$ cat config.mk
export PLATFORM = sky130hd
export DESIGN_NAME = ram_queue_ctrl_flat
export DESIGN_NICKNAME = d
export VERILOG_FILES = /design/src/rtl/ram_queue_if.sv /design/src/rtl/ram_queue_ctrl.sv /design/src/flat_wrapper.sv
export SDC_FILE = /design/constraint.sdc
export NUM_CORES = 1
export LEC_CHECK = 0
export BUFFER_PORTS_ARGS = -buffer_cell sky130_fd_sc_hd__clkbuf_2
export CORE_MARGIN = 2
export CORE_UTILIZATION = 39
export CTS_BUF_LIST = sky130_fd_sc_hd__clkbuf_2
export CTS_CLUSTER_DIAMETER = 200
export DETAILED_ROUTE_END_ITERATION = 10
export PLACE_DENSITY = 0.61
export SLEW_MARGIN = 20
export SYNTH_ARGS = -nofsm -noshare
export SYNTH_HDL_FRONTEND = slang
export SYNTH_SLANG_ARGS = --single-unit
$ cat constraint.sdc
create_clock -name clk -period 3.1 [get_ports clk]
set_clock_uncertainty 0.1 [all_clocks]
set_input_delay 0 -clock clk [delete_from_list [all_inputs] [get_ports clk]]
set_output_delay 0 -clock clk [all_outputs]
set_load 0.1 [all_outputs]
$ cat src/rtl/ram_queue_if.sv
// Handshake/status bundle for ram_queue_ctrl; ovf/udf exist only when
// QUEUE_ERR_FLAGS_EN is defined.
interface ram_queue_if #(
  parameter int WIDTH = 6,
  parameter int AW    = 4
);
  logic             push;
  logic [WIDTH-1:0] wr_data;
  logic             pop;
  logic [WIDTH-1:0] rd_data;
  logic             rd_valid;
  logic             full;
  logic             empty;
  logic [AW:0]      count;
`ifdef QUEUE_ERR_FLAGS_EN
  logic             ovf;
  logic             udf;
`endif

  modport master (
    output push, wr_data, pop,
    input  rd_data, rd_valid, full, empty, count
`ifdef QUEUE_ERR_FLAGS_EN
    , input ovf, udf
`endif
  );

  modport slave (
    input  push, wr_data, pop,
    output rd_data, rd_valid, full, empty, count
`ifdef QUEUE_ERR_FLAGS_EN
    , output ovf, udf
`endif
  );
endinterface

$ cat src/rtl/ram_queue_ctrl.sv
// Register-array FIFO for encoder key codes; zero ("no key") writes are dropped.
// Optional sticky ovf/udf error flags are built when QUEUE_ERR_FLAGS_EN is defined.
module ram_queue_ctrl #(
  parameter int WIDTH = 6,
  parameter int DEPTH = 16,
  parameter int AW    = 4
) (
  input  logic         clk,
  input  logic         rst_n,
  ram_queue_if.slave   q
);
  localparam logic [AW:0] FULL_CNT = (AW+1)'(DEPTH);

  logic [WIDTH-1:0] mem [DEPTH];
  logic [AW-1:0]    wr_ptr;
  logic [AW-1:0]    rd_ptr;
  logic [AW:0]      count_q;
  logic [WIDTH-1:0] rd_data_q;
  logic             rd_valid_q;
  logic             full;
  logic             empty;
  logic             push_acc;
  logic             pop_acc;

  assign full  = (count_q == FULL_CNT);
  assign empty = (count_q == '0);

  // No bypass: a pop on empty is rejected even alongside a push, and a push
  // at full only lands when the same-cycle pop frees a slot.
  assign pop_acc  = q.pop && !empty;
  assign push_acc = q.push && (q.wr_data != '0) && (!full || pop_acc);

  // NOTE: the storage array is deliberately left out of reset; entries are
  // only meaningful once pointers say so, and a reset-free array maps to RAM.
  always_ff @(posedge clk) begin
    if (push_acc) mem[wr_ptr] <= q.wr_data;
  end

  // NOTE: state registers use non-blocking assignments so every flop samples
  // pre-edge values regardless of statement order.
  always_ff @(posedge clk or negedge rst_n) begin
    if (!rst_n) begin
      wr_ptr     <= '0;
      rd_ptr     <= '0;
      count_q    <= '0;
      rd_data_q  <= '0;
      rd_valid_q <= 1'b0;
    end else begin
      rd_valid_q <= pop_acc;
      if (push_acc) wr_ptr <= wr_ptr + 1'b1;
      if (pop_acc) begin
        rd_ptr    <= rd_ptr + 1'b1;
        rd_data_q <= mem[rd_ptr];
      end
      case ({push_acc, pop_acc})
        2'b10:   count_q <= count_q + 1'b1;
        2'b01:   count_q <= count_q - 1'b1;
        default: count_q <= count_q;
      endcase
    end
  end

`ifdef QUEUE_ERR_FLAGS_EN
  logic ovf_q;
  logic udf_q;

  always_ff @(posedge clk or negedge rst_n) begin
    if (!rst_n) begin
      ovf_q <= 1'b0;
      udf_q <= 1'b0;
    end else begin
      if (q.push && (q.wr_data != '0) && full && !pop_acc) ovf_q <= 1'b1;
      if (q.pop && empty)                                  udf_q <= 1'b1;
    end
  end

  assign q.ovf = ovf_q;
  assign q.udf = udf_q;
`endif

  assign q.rd_data  = rd_data_q;
  assign q.rd_valid = rd_valid_q;
  assign q.full     = full;
  assign q.empty    = empty;
  assign q.count    = count_q;
endmodule

$ cat src/flat_wrapper.sv
// flat-port wrapper written by rule: the top's interface ports become plain ports
module ram_queue_ctrl_flat 
#(
  parameter int WIDTH = 6,
  parameter int DEPTH = 16,
  parameter int AW    = 4
)
  (clk, rst_n, q_push, q_wr_data, q_pop, q_rd_data, q_rd_valid, q_full, q_empty, q_count);
  ram_queue_if #(.WIDTH(WIDTH), .AW(AW)) q_i ();
  input  logic clk;
  input  logic rst_n;
  input wire logic [$bits(q_i.push)-1:0] q_push;
  input wire logic [$bits(q_i.wr_data)-1:0] q_wr_data;
  input wire logic [$bits(q_i.pop)-1:0] q_pop;
  output wire logic [$bits(q_i.rd_data)-1:0] q_rd_data;
  output wire logic [$bits(q_i.rd_valid)-1:0] q_rd_valid;
  output wire logic [$bits(q_i.full)-1:0] q_full;
  output wire logic [$bits(q_i.empty)-1:0] q_empty;
  output wire logic [$bits(q_i.count)-1:0] q_count;
  assign q_i.push = q_push;
  assign q_i.wr_data = q_wr_data;
  assign q_i.pop = q_pop;
  assign q_rd_data = q_i.rd_data;
  assign q_rd_valid = q_i.rd_valid;
  assign q_full = q_i.full;
  assign q_empty = q_i.empty;
  assign q_count = q_i.count;
  ram_queue_ctrl #(.WIDTH(WIDTH), .DEPTH(DEPTH), .AW(AW)) u_core (.clk(clk), .rst_n(rst_n), .q(q_i));
endmodule
==> Implementation_results.wiki, run 1 <==
{| class="wikitable"
! Metric !! Value
|-
| Result of the run || finished, final reports clean
|-
| Cell taking the most area after synthesis || edfxtp_1
|-
| Hold Crit Depth || 5
|-
| Setup Viol. Count Final || 0
|-
| Final Hold Fails || 0
|-
| Width of the die || 115 µm
|-
| Register-to-Register Path Depth || 10
|-
| Stage delay of the slowest cell on the critical path || 0.58 ns
|-
| Worst-case headroom to the max-slew limit || 49.1%
|-
| Register-to-register setup slack || 0.11 ns
|-
| Worst Setup End Kind || flop
|-
| GRT Overall Usage || 15.2%
|-
| First-pass iteration count of the detailed router || 4
|-
| Post-layout util || 44.9%
|-
| Finished Cell Area || 0.00540 mm²
|-
| Maximum net fanout on the critical path || 5
|-
| Per-cell via count in the routed design || 5.16
|-
| Die Area || 0.0132 mm²
|-
| Via count of the first global-routing pass || 2520
|-
| Worst setup slack after placement || 0.425 ns
|-
| Start point of the worst hold path || q_push
|-
| Ports || 24
|-
| Part of the Yosys area used for sequential elements || 70.4%
|-
| Num CTS Buffers || 17
|-
| Crit path arrival time || 3.45 ns
|-
| Register bit total from synthesis || 116
|-
| Count of cell types in the netlist || 41
|-
| Startpoint of the most critical setup path || u_core.q.count[0]
|-
| Share of the synthesized area in the top cell type || 60.0%
|-
| Number of routed nets with antenna violations || 0
|-
| Setup ws final || 0.112 ns
|-
| Register clock-pin slew on the reported worst setup and hold paths || 0.15 ns
|-
| Total number of yosys warnings || 0
|-
| Clock latency reported for the late side of the worst-skew pair || 0.61 ns
|-
| Antenna violations before repair || 0
|-
| Logic gate share of total power || 41.6%
|-
| Final Cycle Share || 96.4%
|-
| Net switching power || 2.00 mW
|-
| Total Negative Setup Slacks || 0 ns
|-
| Most common library cell in the layout ignoring fill and taps || edfxtp_1
|-
| Number of buffers added on ports || 23
|-
| Pin count of the biggest net entering global routing || 27
|-
| Power share of the sequential group || 44.3%
|-
| Max Clock Freq || 335 MHz
|-
| Power share of the clock group || 14.2%
|-
| Final Routed Wirelength || 9.21 mm
|-
| Max clock buf depth || 2
|-
| Depth of the CTS H-tree || 4
|-
| Worst Hold Path EP || u_core.q.count[4]
|-
| Cell Chain, Critical Path || or4_4 > o21ai_2 > nor2_4 > ha_1 > a21oi_1 > nand2_1 > nor2_1 > nand4b_1 > dlygate4sd3_1 > nand3_1
|-
| Final estimated routing congestion in global placement || 0.780
|-
| Category of the worst setup path launch point || flop
|-
| Pwr/cell area || 901 mW/mm²
|-
| Reg2reg start || u_core.q.count[0]
|-
| Total nets after synthesis || 279
|-
| Power, Total || 4.86 mW
|-
| Total placed instance area || 0.00511 mm²
|-
| Critical Path Slowest Stage Cell || or4_4
|-
| Critical register-to-register path endpoint || u_core.q.count[4]
|-
| Synth Cell Area || 0.00480 mm²
|-
| Vias post-DR || 2437
|-
| Fraction of final layout cells sized beyond drive strength 1 || 31.5%
|-
| Leading post-synthesis cells by cell area || edfxtp_1, mux4_2, dfrtp_1, mux2i_1, ha_1
|-
| Leakage Power || 1.93 nW
|-
| Layout filler cell count || 1051
|-
| # placed instances || 427
|-
| Clock net sink count || 116
|-
| Net count reported at finish || 332
|-
| Layout-stage area growth over the synthesis result || 12.4%
|-
| Vertical die dimension || 115 µm
|-
| DRC marker count from the first detailed-route iteration || 163
|-
| Slew at the pin closest to its max-slew limit || 0.764 ns
|-
| Minimum clock period || 2.99 ns
|-
| Grt ovf || 0
|-
| Total DRC errors in the routed layout || 0
|-
| Starting Density || 40.0%
|-
| Switching Share || 41.2%
|-
| Placeable core region || 0.0120 mm²
|-
| Number of max-capacitance violations reported || 0
|-
| Routed WL per cell || 19.5 µm
|-
| Number of cells in the finished layout apart from fillers || 472
|-
| Clock root buffer master || clkbuf_2
|-
| Unrepaired setup endpoints after global routing || false
|-
| Category of the critical setup timing path || flop to flop
|-
| Internal power of the cells || 2.86 mW
|-
| Synthesized instance count || 260
|-
| Commonest cells after routing, fill and taps aside || edfxtp_1, clkbuf_2, mux4_2
|-
| DP HPWL || 5.88 mm
|-
| Max rail drop VDD || 0.000629 V
|-
| Mean area per synthesized cell || 18.5 µm²
|-
| Tightest hold margin || 0.262 ns
|-
| Worst path required time || 3.56 ns
|-
| Max-slew violations || 0
|-
| TritonCTS clock tree || yes
|-
| Worst min path class || input pin to flop
|-
| Wire length of the first global-routing pass || 14.1 mm
|-
| Number of rows created at floorplan || 40
|}
critical path, delay by kind of cell, from the launching register on:
family	cells	cell delay (ns)
and+or+nand+nor	6	1.11
adders and majority gates	1	0.32
AOI/OAI and AO/OA	2	0.36
DFF	1	0.47
buffers and inverters	1	0.58
flip-flops by register name, summed over array words and instances (netlist names):
name / cells
u_core.wr_ptr: 4
u_core.q.rd_data: 6
u_core.q.rd_valid: 1
u_core.q.count: 5
u_core.mem: 96
u_core.rd_ptr: 4
worst max-delay path by stage:
stage | cells past startpoint | end | slack, ns
2_1_floorplan | 9 | u_core.q.count[4] | 0.05
3_3_place_gp | 9 | u_core.q.count[4] | 0.47
3_5_place_dp | 9 | u_core.q.count[4] | 0.43
4_1_cts | 10 | u_core.q.count[4] | 0.06
5_1_grt | 10 | u_core.q.count[4] | 0.001
6_report | 10 | u_core.q.count[4] | 0.11
cell usage after synthesis (all sizes together):
library cell	instances
nand2	21
a21o	1
mux4	24
inv	5
mux2i	12
nand2b	2
nor2	16
a221o	1
mux2	3
or2	1
nand4b	1
xnor2	7
fa	1
nor2b	1
xor2	1
buf	7
clkbuf	6
o31a	1
o211ai	1
nand4	2
o21ai	2
nor3	4
edfxtp	96
o221ai	6
o21bai	1
o21a	1
nor4	1
ha	8
a21oi	3
nand3	2
dfrtp	20
or4	2
per-layer routing:
layer	global-route usage, %	vias up	part of all wire, %
li1	-	1128	-
met1	20.2	1222	45
met5	0	-	0
met2	23.5	79	48
met3	4.80	8	6.3
met4	5.70	0	1.5
kinds of logic (layout without fill, tap and decap cells):
family,count (synthesis),count (layout),share of synthesized area [%]
flops,116,116,70.4
simple gates,53,53,5.65
mux,39,39,14.7
buf+inv,18,82,1.88
compound gates,17,17,3.39
fa+ha+maj,9,9,2.50
xor+xnor,8,8,1.46
other cells,0,1,0
power groups by stage:
| stage | Sequential [mW] | Clock, mW | Combinational, mW |
|---|---|---|---|
| 2_1_floorplan | 2.63 | 0 | 1.14 |
| 3_3_place_gp | 2.18 | 0 | 1.99 |
| 3_5_place_dp | 2.19 | 0 | 2.01 |
| 4_1_cts | 2.16 | 0.722 | 2.03 |
| 5_1_grt | 2.19 | 0.777 | 2.18 |
| 6_report | 2.15 | 0.689 | 2.02 |
cell type report:
class	count	area, µm²	area share [%]
multi-input cells	126	1340	24.9
clock inverters	10	45.0	0.834
repair buffers	47	320	5.93
clock buffers	20	100	1.85
inverters	5	18.8	0.348
well taps	147	184	3.41
flip-flops and latches	116	3380	62.7
diodes	1	2.50	0.0464
timing repair:
item	in CTS	in global routing
buffers inserted	0	2
hold buffers	11	1
hold endpoints to repair	136	20
setup endpoints to repair	0	1
gates resized for setup	0	1
No activity file was read; power rests on OpenSTA's default activity.
==> run 2: changes to the inputs <==
--- a/config.mk
+++ b/config.mk
@@ -6,6 +6,7 @@
 export NUM_CORES = 1
 export LEC_CHECK = 0
 export BUFFER_PORTS_ARGS = -buffer_cell sky130_fd_sc_hd__clkbuf_2
+export CORE_ASPECT_RATIO = 0.75
 export CORE_MARGIN = 2
 export CORE_UTILIZATION = 39
 export CTS_BUF_LIST = sky130_fd_sc_hd__clkbuf_2
==> run 2 against run 1 <==
Effect of this change:
- global-route usage increased by 0.61 points
- first-iteration DRC count grew 74%
- power rose by 10%
- maximum frequency increased by 1.0%
- setup slack better by 0.030 ns
- count of clock-buffer cells in the layout decreased by 2
- register-to-register slack improved by 0.03 ns
- wire length up 4.3%
- critical endpoint unchanged
- highest routed layer unchanged
==> Implementation_results.wiki, run 2 (synthesis gave the netlist of run 1 again) <==
{| class="wikitable"
! Metric !! Value
|-
| Result of the run || finished, final reports clean
|-
| Num CTS Buffers || 17
|-
| DRC marker count from the first detailed-route iteration || 284
|-
| Setup Viol. Count Final || 0
|-
| Depth of the CTS H-tree || 4
|-
| DP HPWL || 6.50 mm
|-
| Antenna violations before repair || 0
|-
| Vertical die dimension || 100 µm
|-
| Commonest cells after routing, fill and taps aside || edfxtp_1, clkbuf_2, mux4_2
|-
| Net count reported at finish || 333
|-
| Clock net sink count || 116
|-
| First-pass iteration count of the detailed router || 4
|-
| Most common library cell in the layout ignoring fill and taps || edfxtp_1
|-
| Final Routed Wirelength || 9.61 mm
|-
| Placeable core region || 0.0121 mm²
|-
| # placed instances || 447
|-
| Leakage Power || 2.00 nW
|-
| Final estimated routing congestion in global placement || 0.822
|-
| Start point of the worst hold path || q_wr_data[3]
|-
| Clock root buffer master || clkbuf_2
|-
| Vias post-DR || 2521
|-
| Final Cycle Share || 95.4%
|-
| Per-cell via count in the routed design || 5.11
|-
| Pin count of the biggest net entering global routing || 27
|-
| Worst min path class || input pin to flop
|-
| Layout-stage area growth over the synthesis result || 15.9%
|-
| Wire length of the first global-routing pass || 14.9 mm
|-
| Number of routed nets with antenna violations || 0
|-
| Reg2reg start || u_core.q.count[0]
|-
| Category of the critical setup timing path || flop to flop
|-
| Worst-case headroom to the max-slew limit || 35.7%
|-
| Max clock buf depth || 2
|-
| TritonCTS clock tree || yes
|-
| Slew at the pin closest to its max-slew limit || 0.957 ns
|-
| Worst Setup End Kind || flop
|-
| Most flop-heavy register || u_core.mem
|-
| Grt ovf || 0
|-
| Crit path arrival time || 3.44 ns
|-
| Final Hold Fails || 0
|-
| GRT Overall Usage || 15.8%
|-
| Number of cells in the finished layout apart from fillers || 493
|-
| Via count of the first global-routing pass || 2549
|-
| Startpoint of the most critical setup path || u_core.q.count[0]
|-
| Number of max-capacitance violations reported || 0
|-
| Maximum net fanout on the critical path || 5
|-
| Worst path required time || 3.58 ns
|-
| Finished Cell Area || 0.00557 mm²
|-
| Total DRC errors in the routed layout || 0
|-
| Antenna diode count || 0
|-
| Clock latency reported for the late side of the worst-skew pair || 0.64 ns
|-
| Fraction of final layout cells sized beyond drive strength 1 || 33.3%
|-
| Pwr/cell area || 961 mW/mm²
|-
| Register clock-pin slew on the reported worst setup and hold paths || 0.18 ns
|-
| Category of the worst setup path launch point || flop
|-
| Max-slew violations || 0
|-
| Ports || 24
|-
| Minimum clock period || 2.96 ns
|-
| Total placed instance area || 0.00514 mm²
|-
| Number of rows created at floorplan || 35
|-
| Tightest hold margin || 0.0796 ns
|-
| Number of buffers added on ports || 23
|-
| Max rail drop VDD || 0.000505 V
|-
| Die Area || 0.0132 mm²
|-
| Routed WL per cell || 19.5 µm
|-
| Starting Density || 39.6%
|-
| Width of the die || 132 µm
|-
| Max FFs per register || 96
|-
| Max Clock Freq || 338 MHz
|}
==> run 2: power by group <==
part           switching (mW)  total [mW]  leakage [nW]  internal (mW)
combinational            1.28        2.01         0.724          0.734
sequential              0.255        2.20          1.10           1.95
clock                   0.544        1.14         0.171          0.597
total                    2.08        5.35          2.00           3.28
==> run 2: metal layers <==
| layer | global-route usage (%) | vias up | share of wire (%) |
|---|---|---|---|
| met2 | 23.6 | 65 | 46 |
| met4 | 4.43 | 0 | 1.0 |
| met1 | 22.4 | 1317 | 48 |
| met5 | 0 | - | 0 |
| met3 | 5.15 | 9 | 5.4 |
| li1 | - | 1130 | - |
==> run 2: path summary, 6_finish.rpt <==
path / to / slack (ns) / cells after the start
min in group asynchronous: u_core.rd_ptr[2] / 0.34 / 4
max in group asynchronous: u_core.q.count[3] / 2.18 / 4
min: u_core.mem[5][3] / 0.08 / 2
max: u_core.q.count[4] / 0.14 / 10
min reg2reg: u_core.q.rd_data[4] / 0.42 / 2
max reg2reg: u_core.q.count[4] / 0.14 / 10
==> run 2: layout make-up <==
class	instances	area, µm²
inverters	5	18.8
flip-flops and latches	116	3390
repair buffers	48	328
clock buffers	18	90.1
fillers	1040	6560
multi-input cells	126	1350
clock inverters	14	190
well taps	166	208
==> run 2: critical path, cell delays in order, from the launching register on <==
cell	delay, ns
dfrtp_2	0.46
or4_4	0.58
o21ai_4	0.19
nor2_4	0.09
ha_1	0.33
a21oi_1	0.16
nand2_1	0.11
nor2_2	0.13
nand4b_1	0.11
dlygate4sd3_1	0.57
nand3_1	0.08
==> run 2: timing repair <==
action | CTS | global route
hold endpoints to repair | 136 | 20
hold buffers | 11 | 1
resized for setup | 0 | 5
setup buffers | 0 | 2
endpoints found under the setup margin | 0 | 1
==> run 2: stage by stage <==
stage	setup WS [ns]	TNS [ns]	utilization, %	power [mW]
4_1_cts	0.0373	0	45.6	5.37
2_1_floorplan	0.0457	0	-	3.76
6_report	0.143	0	45.9	5.35
3_3_place_gp	0.478	0	42.4	4.20
5_1_grt	-0.0169	-0.0169	45.9	5.64
3_5_place_dp	0.426	0	42.4	4.23
